$ cat src/rtl/immediate_pkg.sv
// Shared encodings for the immediate extend stage: select codes and skid-buffer states.
package immediate_pkg;

  localparam logic [2:0] IMM_I = 3'b000;
  localparam logic [2:0] IMM_S = 3'b001;
  localparam logic [2:0] IMM_B = 3'b010;
  localparam logic [2:0] IMM_J = 3'b011;
  localparam logic [2:0] IMM_U = 3'b100;
  localparam logic [2:0] IMM_Z = 3'b101;

  typedef enum logic [1:0] {
    StEmpty = 2'b00,
    StOne   = 2'b01,
    StTwo   = 2'b10
  } buf_state_e;

endpackage

$ cat src/rtl/immediate_extend_core.sv
// Combinational immediate extractor: maps (instruction, select) to an XLEN-wide immediate.
module immediate_extend_core
  import immediate_pkg::*;
#(
  parameter int unsigned XLEN = 32
) (
  input  logic [31:0]     instruction,
  input  logic [2:0]      immediate_select,
  output logic [XLEN-1:0] immediate,
  output logic            type_error
);

  logic        sign;
  logic [31:0] imm32;

  assign sign = instruction[31];

  always_comb begin
    imm32      = '0;
    type_error = 1'b0;
    case (immediate_select)
      IMM_I: imm32 = {{20{sign}}, instruction[31:20]};
      IMM_S: imm32 = {{20{sign}}, instruction[31:25], instruction[11:7]};
      IMM_B: imm32 = {{19{sign}}, sign, instruction[7], instruction[30:25],
                      instruction[11:8], 1'b0};
      IMM_J: imm32 = {{11{sign}}, sign, instruction[19:12], instruction[20],
                      instruction[30:21], 1'b0};
      IMM_U: imm32 = {instruction[31:12], 12'b0};
      IMM_Z: imm32 = {27'b0, instruction[19:15]};
      default: type_error = 1'b1;
    endcase
  end

  // Z and reserved selects leave bit 31 clear, so a plain sign extension is correct for all.
  if (XLEN > 32) begin : g_wide
    assign immediate = {{(XLEN-32){imm32[31]}}, imm32};
  end else begin : g_narrow
    assign immediate = imm32;
  end

endmodule

$ cat src/rtl/immediate_extend_stage.sv
// Registered immediate extend stage: input-side extension into a 2-entry skid buffer.
module immediate_extend_stage
  import immediate_pkg::*;
#(
  parameter int unsigned XLEN        = 32,
  parameter int unsigned COUNT_WIDTH = 8
) (
  input  logic                   clock,
  input  logic                   reset,
  input  logic                   flush,
  input  logic                   in_valid,
  output logic                   in_ready,
  input  logic [31:0]            in_instruction,
  input  logic [2:0]             in_immediate_select,
  output logic                   out_valid,
  input  logic                   out_ready,
  output logic [XLEN-1:0]        out_immediate,
  output logic                   out_type_error,
  output logic [COUNT_WIDTH-1:0] error_count
);

  localparam int unsigned SlotW = XLEN + 1;

  buf_state_e             state_q, state_d;
  logic [SlotW-1:0]       main_q, main_d, skid_q, skid_d;
  logic [SlotW-1:0]       ext_slot;
  logic [XLEN-1:0]        ext_imm;
  logic                   ext_err;
  logic                   accept, pop;
  logic [COUNT_WIDTH-1:0] count_q, count_d;

  immediate_extend_core #(
    .XLEN(XLEN)
  ) u_core (
    .instruction     (in_instruction),
    .immediate_select(in_immediate_select),
    .immediate       (ext_imm),
    .type_error      (ext_err)
  );

  assign ext_slot = {ext_err, ext_imm};
  assign accept   = in_valid & in_ready;
  assign pop      = out_valid & out_ready;

  always_ff @(posedge clock or posedge reset) begin
    if (reset) begin
      state_q <= StEmpty;
    end else begin
      state_q <= state_d;
    end
  end

  always_comb begin
    state_d = state_q;
    main_d  = main_q;
    skid_d  = skid_q;
    unique case (state_q)
      StEmpty: begin
        if (accept) begin
          state_d = StOne;
          main_d  = ext_slot;
        end
      end
      StOne: begin
        if (accept && pop) begin
          main_d = ext_slot;
        end else if (accept) begin
          state_d = StTwo;
          skid_d  = ext_slot;
        end else if (pop) begin
          state_d = StEmpty;
        end
      end
      StTwo: begin
        if (pop) begin
          state_d = StOne;
          main_d  = skid_q;
        end
      end
      default: state_d = StEmpty;
    endcase
    // Slot contents are don't-care once the state is empty, so only the state is forced.
    if (flush) begin
      state_d = StEmpty;
    end
  end

  // Handshake outputs depend on state only, never on out_ready.
  always_comb begin
    in_ready  = (state_q != StTwo);
    out_valid = (state_q != StEmpty);
  end

  always_ff @(posedge clock or posedge reset) begin
    if (reset) begin
      main_q <= '0;
      skid_q <= '0;
    end else begin
      main_q <= main_d;
      skid_q <= skid_d;
    end
  end

  always_comb begin
    count_d = count_q;
    if (pop && main_q[XLEN] && (count_q != {COUNT_WIDTH{1'b1}})) begin
      count_d = count_q + COUNT_WIDTH'(1);
    end
  end

  always_ff @(posedge clock or posedge reset) begin
    if (reset) begin
      count_q <= '0;
    end else begin
      count_q <= count_d;
    end
  end

  assign out_immediate  = main_q[XLEN-1:0];
  assign out_type_error = main_q[XLEN];
  assign error_count    = count_q;

endmodule

$ cat config.mk
export PLATFORM = sky130hd
export DESIGN_NAME = immediate_extend_stage
export DESIGN_NICKNAME = d
export VERILOG_FILES = /design/src/rtl/immediate_pkg.sv /design/src/rtl/immediate_extend_core.sv /design/src/rtl/immediate_extend_stage.sv
export SDC_FILE = /design/constraint.sdc
export NUM_CORES = 1
export LEC_CHECK = 0
export BUFFER_PORTS_ARGS = -buffer_cell sky130_fd_sc_hd__clkbuf_2
export CORE_UTILIZATION = 54
export CTS_CLUSTER_DIAMETER = 50
export CTS_CLUSTER_SIZE = 8
export DETAILED_ROUTE_END_ITERATION = 6
export PLACE_DENSITY_LB_ADDON = 0.3
export RECOVER_POWER = 100
export SETUP_SLACK_MARGIN = 0.5
export SYNTH_ARGS = -nofsm -noshare
export SYNTH_HDL_FRONTEND = slang
export SYNTH_SLANG_ARGS = --single-unit
$ cat constraint.sdc
create_clock -name clock -period 3.1 [get_ports clock]
set_clock_uncertainty 0.2 [all_clocks]
set_input_delay 0.155 -clock clock [delete_from_list [all_inputs] [get_ports clock]]
set_output_delay 0.155 -clock clock [all_outputs]
set_load 0.02 [all_outputs]
**Word level (Yosys, flattened, before mapping)**

Cells that the tools add are included.

- Bits in registers: 76
- Bits in latches: 0
- Memory bits (writable): 0
- Memory bits (read-only): 0
- Bits of input ports: 40
- Output and inout bits: 43
- Word-level logic and storage cells: 48
- Memories: 0

- Add/sub/neg operators: 1
- Multipliers: 0
- Div/mod/pow operators: 0
- Order comparisons: 0
- Eq/ne operators: 16
- Shift operators: 0
- Muxes and demuxes: 13
- Bitwise gates (word level): 3
- Reduce and logical (&&, ||, !) cells: 11

Operator list:

| cell | number |
|---|---|
| 32-bit case mux with 6 select lines | 1 |
| 33-bit 2-to-1 mux | 3 |
| 33-bit case mux with 3 select lines | 1 |
| 2-bit 2-to-1 mux | 6 |
| 3-bit inequality test, second input constant | 3 |
| 8-bit by 1-bit adder with 8-bit output, second input constant | 1 |
| 2-bit inequality test, second input constant | 4 |
| 8-bit inequality test, second input constant | 1 |
| 4-bit AND reduction | 2 |
| 3-bit by 2-bit equality test with 1-bit output, second input constant | 2 |
| 3-bit equality test, second input constant | 2 |
| 2-bit case mux with 3 select lines | 1 |
| 6-bit OR reduction | 1 |
| 4-bit inequality test, second input constant | 1 |
| 3-bit by 1-bit equality test with 1-bit output, second input constant | 1 |
| 1-bit logical AND | 3 |
| 3-bit logical NOT | 1 |
| 3-bit AND reduction | 1 |
| 3-bit nonzero test | 1 |
| 1-bit bitwise AND | 2 |
| 2-bit by 1-bit equality test with 1-bit output, second input constant | 1 |
| 2-bit equality test, second input constant | 1 |
| 2-bit logical NOT | 1 |
| 2-bit nonzero test | 1 |
| other kinds (2) | 2 |

**Longest topological paths before layout**

- Depth after elaboration: 7
- Mapped depth: 6
- Gate-level depth less buffers: 5

**Modules after synthesis**

A second synthesis with hierarchy kept.

- Cell total of the unflattened synthesis: 312
- Area, all modules: 4,269.1 um^2

By module, submodules not included:

| module | times used | cells an instance | area each (um^2) | sequential area each (um^2) |
|---|---|---|---|---|
| immediate_extend_stage | 1 | 232 | 3,718.6 | 1,901.8 |
| immediate_extend_core | 1 | 80 | 550.5 | 0.0 |

**Least setup slack after synthesis**

OpenSTA, ideal clock, no wires.

- Path type: flip-flop to flip-flop
- Start point: register count_q[0] (netlist: error_count[0])
- End point: register count_q[1] (netlist: error_count[1])
- Library setup time: 0.125 ns
- Data arrival time: 1.427 ns
- Data required time: 2.775 ns
- Slack: 1.349 ns
- Stages on the path, launching flop included: 5
- Path buffers: 0
- Clock period less this slack: 1.751 ns
- Cells stage by stage: dfrtp_1 > ha_1 > nand3_1 > o21ai_0 > mux2_2

- Word-level cells in the longest chain between the ends: 2
- Elaborated cells on any way between the ends: 3
- Those cells by class: add/sub (1); eq/ne (1); reduce/logical (1)

Ends and longest elaborated chain:

| item | line | text |
|---|---|---|
| start: declaration | immediate_extend_stage.sv:30 | `logic [COUNT_WIDTH-1:0] count_q, count_d;` |
| start signal: assignment | immediate_extend_stage.sv:115 | `count_q <= count_d;` |
| branches (longest 2 deep; another with 8-bit by 1-bit adder with 8-bit output) | - |  |

Parallel ways; which one is timed is not known.
A chain may end at the register's enable or synchronous reset.

**Final worst setup path**

- Start point: register state_q[0]
- End point: output in_ready

- Word-level cells in the longest chain between the ends: 1

Ends and longest elaborated chain:

| item | line | text |
|---|---|---|
| start: declaration | immediate_extend_stage.sv:24 | `buf_state_e state_q, state_d;` |
| start signal: assignment | immediate_extend_stage.sv:47 | `state_q <= StEmpty;` |
| start signal: assignment | immediate_extend_stage.sv:49 | `state_q <= state_d;` |
| 2-bit inequality test | immediate_extend_stage.sv:90 | `in_ready = (state_q != StTwo);` |
| end: declaration | immediate_extend_stage.sv:12 | `output logic in_ready,` |

Every way passes these cells.

==> flow_summary.yaml <==
route:
  postRouteAntennaNets: 0
  first_iter_violations: 224
  wl_per_cell_um: 15.7
  dr_total_vias: 3346
  viasPerCell: 5.74
  drc: 0
  drtPass1Iterations: 5
  totalWireLength_mm: 9.16
sta:
  period_needed_ns: 2.56
  timing.final.ws_setup_ns: 0.543
  rsz0062_at_grt: "no"
  fin_crit_sh_pct: 82.5
  max_freq_mhz: 391
  finalHoldViolCount: 0
  setup_viol: 0
  tns_ns: 0
  slew_viol_final: 44
  tightest_slew_ns: 1.66
  slew-limit-headroom_pct: -11.1
die:
  die_area_um2: 7350
  start_util_pct: 55.7
  coreArea_um2: 6790
  io_pins: 83
  die_y_um: 85.7
  rows: 30
  die_w_um: 85.7
job:
  drv_cap: 1
setup_path:
  cp-end-kind: "output port"
  r2r_cells: 3
  arrival_ns: 2.20
  crit_fanout: 29
  cp-start-kind: "flop"
  worst-setup-path-type: "reg -> out"
  required_ns: 2.74
power:
  p_int_mw: 1.94
  p_total_mw: 2.80
  p_seq_share_pct: 46.5
  netSwitchingPower_mw: 0.856
  p_comb_share_pct: 20.7
  pwr-share-clk_pct: 32.8
  vdd_ir_drop_max_mv: 0.307
  p_leak_nw: 2.02
  powerDensity_nw_per_um2: 621
  p_sw_share_pct: 30.6
synth:
  synthTopCellsByArea: "dfrtp_1 (50%), a21oi_1 (6.9%), o21ai_0 (5.2%)"
  yosys_warnings: 0
  syn-num-nets: 447
  synth-seq-area-share_pct: 50.2
  syn-cell-area_um2: 3790
  ys_types: 42
  synth_top_area_share_pct: 50.2
  synth_area_leader_cell: "dfrtp_1"
  syn-instance-count: 406
  synth-seq-cells: 76
  syn-mean-instance-area_um2: 9.33
finish:
  drive_gt1_share_pct: 13.1
  fin_nets: 524
  final_common_cell: "dfrtp_1"
  diodes: 0
  layout_common_cells: "dfrtp_1 (76), o21ai_0 (52), a21oi_1 (52)"
  syn_to_final_growth_pct: 19.2
placement:
  io_buffers: 75
  dp_hpwl_mm: 6.09
  preCtsSetupSlack_ns: 0.734
  gp_congestion: 0.846
global_routing:
  grt_pass1_vias: 3294
  antenna_found_initial: 0
  grt.total_usage_pct: 27.1
  grt_overflow: 0
  grt_max_degree: 55
  grt_pass1_wl_mm: 15.3
hold_path:
  hold_path_class: "in -> reg"
  hold_path_depth: 4
clock_network:
  root_buffer: "clkbuf_8"
  clk_pin_slew_ns: 0.09
  cts-buffers-inserted: 9
  cts_max_path_buffers: 2
  clock_latency_ns: 0.35
  cts_tree: "yes"
  cts.sinks: 76
  htree_levels: 3
status:
  violations: "max-capacitance violations, max-slew violations"
  status: "finished, violations left"
[sequential cells by signal (all words and copies together) (netlist names)]
register and count:
error_count 8, main_q 33, skid_q 33, state_q 2
[cell families after synthesis]
group | after synthesis | share of synthesized area [%]
AOI/OAI and AO/OA | 142 | 21.7
buffers and inverters | 36 | 4.30
xor gates and xnor gates | 3 | 0.694
and+or+nand+nor | 126 | 16.7
muxes | 22 | 6.11
DFF | 76 | 50.2
adders and majority gates | 1 | 0.330
[cell usage after synthesis (all sizes together)]
cell,count
dfrtp,76
o21ai,54
a21oi,52
nand2,49
nor2,25
buf,21
mux2i,13
o22a,13
clkbuf,11
nand3,10
mux2,9
nand2b,8
or4b,8
a211oi,6
nor2b,6
nor3b,6
a21o,5
inv,4
nor3,4
o22ai,4
a31oi,2
and2,2
and3,2
nand4,2
or2,2
xnor2,2
a221o,1
a22o,1
a22oi,1
and2b,1
ha,1
nand3b,1
o2111ai,1
o211a,1
o21a,1
xor2,1
[power groups by stage]
stage / clock (mW) / combinational [mW] / sequential, mW
final: 0.917 / 0.581 / 1.30
after global routing: 0.964 / 0.651 / 1.33
after CTS: 0.932 / 0.617 / 1.30
after detailed placement: 0 / 0.599 / 1.32
after global placement: 0 / 0.579 / 1.31
after floorplan: 0 / 0.301 / 1.40
[metal layers]
layer | routed length [um] | global-route usage (%) | part of all wire (%)
met2 | 4420 | 43.4 | 48
met1 | 4060 | 36.3 | 44
met4 | 185 | 12.9 | 2.0
met3 | 501 | 4.43 | 5.5
met5 | 0 | 0 | 0
[critical path, cell delays in order (launching register included)]
cell and delay, ns:
dfrtp_1 0.63, and2b_1 0.25, inv_1 0.66, clkbuf_2 0.30
[path summary, 6_finish.rpt]
| check | start | endpoint | slack (ns) |
|---|---|---|---|
| setup reg to reg | state_q[0] | skid_q[0] | 0.71 |
| hold / removal | in_instruction[16] | skid_q[1] | 0.02 |
| min in group asynchronous | reset | error_count[5] | 0.64 |
| hold reg to reg | main_q[22] | main_q[22] | 0.28 |
| setup / recovery | state_q[0] | in_ready | 0.54 |
| max in group asynchronous | reset | error_count[2] | 0.83 |
[repair_timing]
action                                  4_1_cts  5_1_grt
endpoints found under the setup margin        0        7
hold buffers                                 15        0
endpoints found under the hold margin        62        0
gates resized for setup                       0        1
buffers inserted                              0        0
[cell type report]
| cell class | instances | area (um^2) |
|---|---|---|
| inverters | 4 | 15.0 |
| well taps | 96 | 120 |
| clock buffers | 11 | 141 |
| flip-flops and latches | 76 | 1900 |
| fillers | 592 | 2280 |
| clock inverters | 4 | 97.6 |
| multi-input cells | 294 | 1720 |
| repair buffers | 98 | 519 |
[stage by stage]
stage / utilization (%) / hold WS (ns) / std cells / area (um^2)
after floorplan: - / 0.0208 / 406 / 3790
after global routing: 66.4 / 0.0354 / 583 / 4510
after detailed placement: 61.7 / 0.136 / 553 / 4190
after CTS: 67.5 / 0.00879 / 583 / 4580
after global placement: 61.7 / 0.134 / 553 / 4190
final: 66.4 / 0.0158 / 583 / 4510
Note: power is estimated with default switching activity, not from simulation.
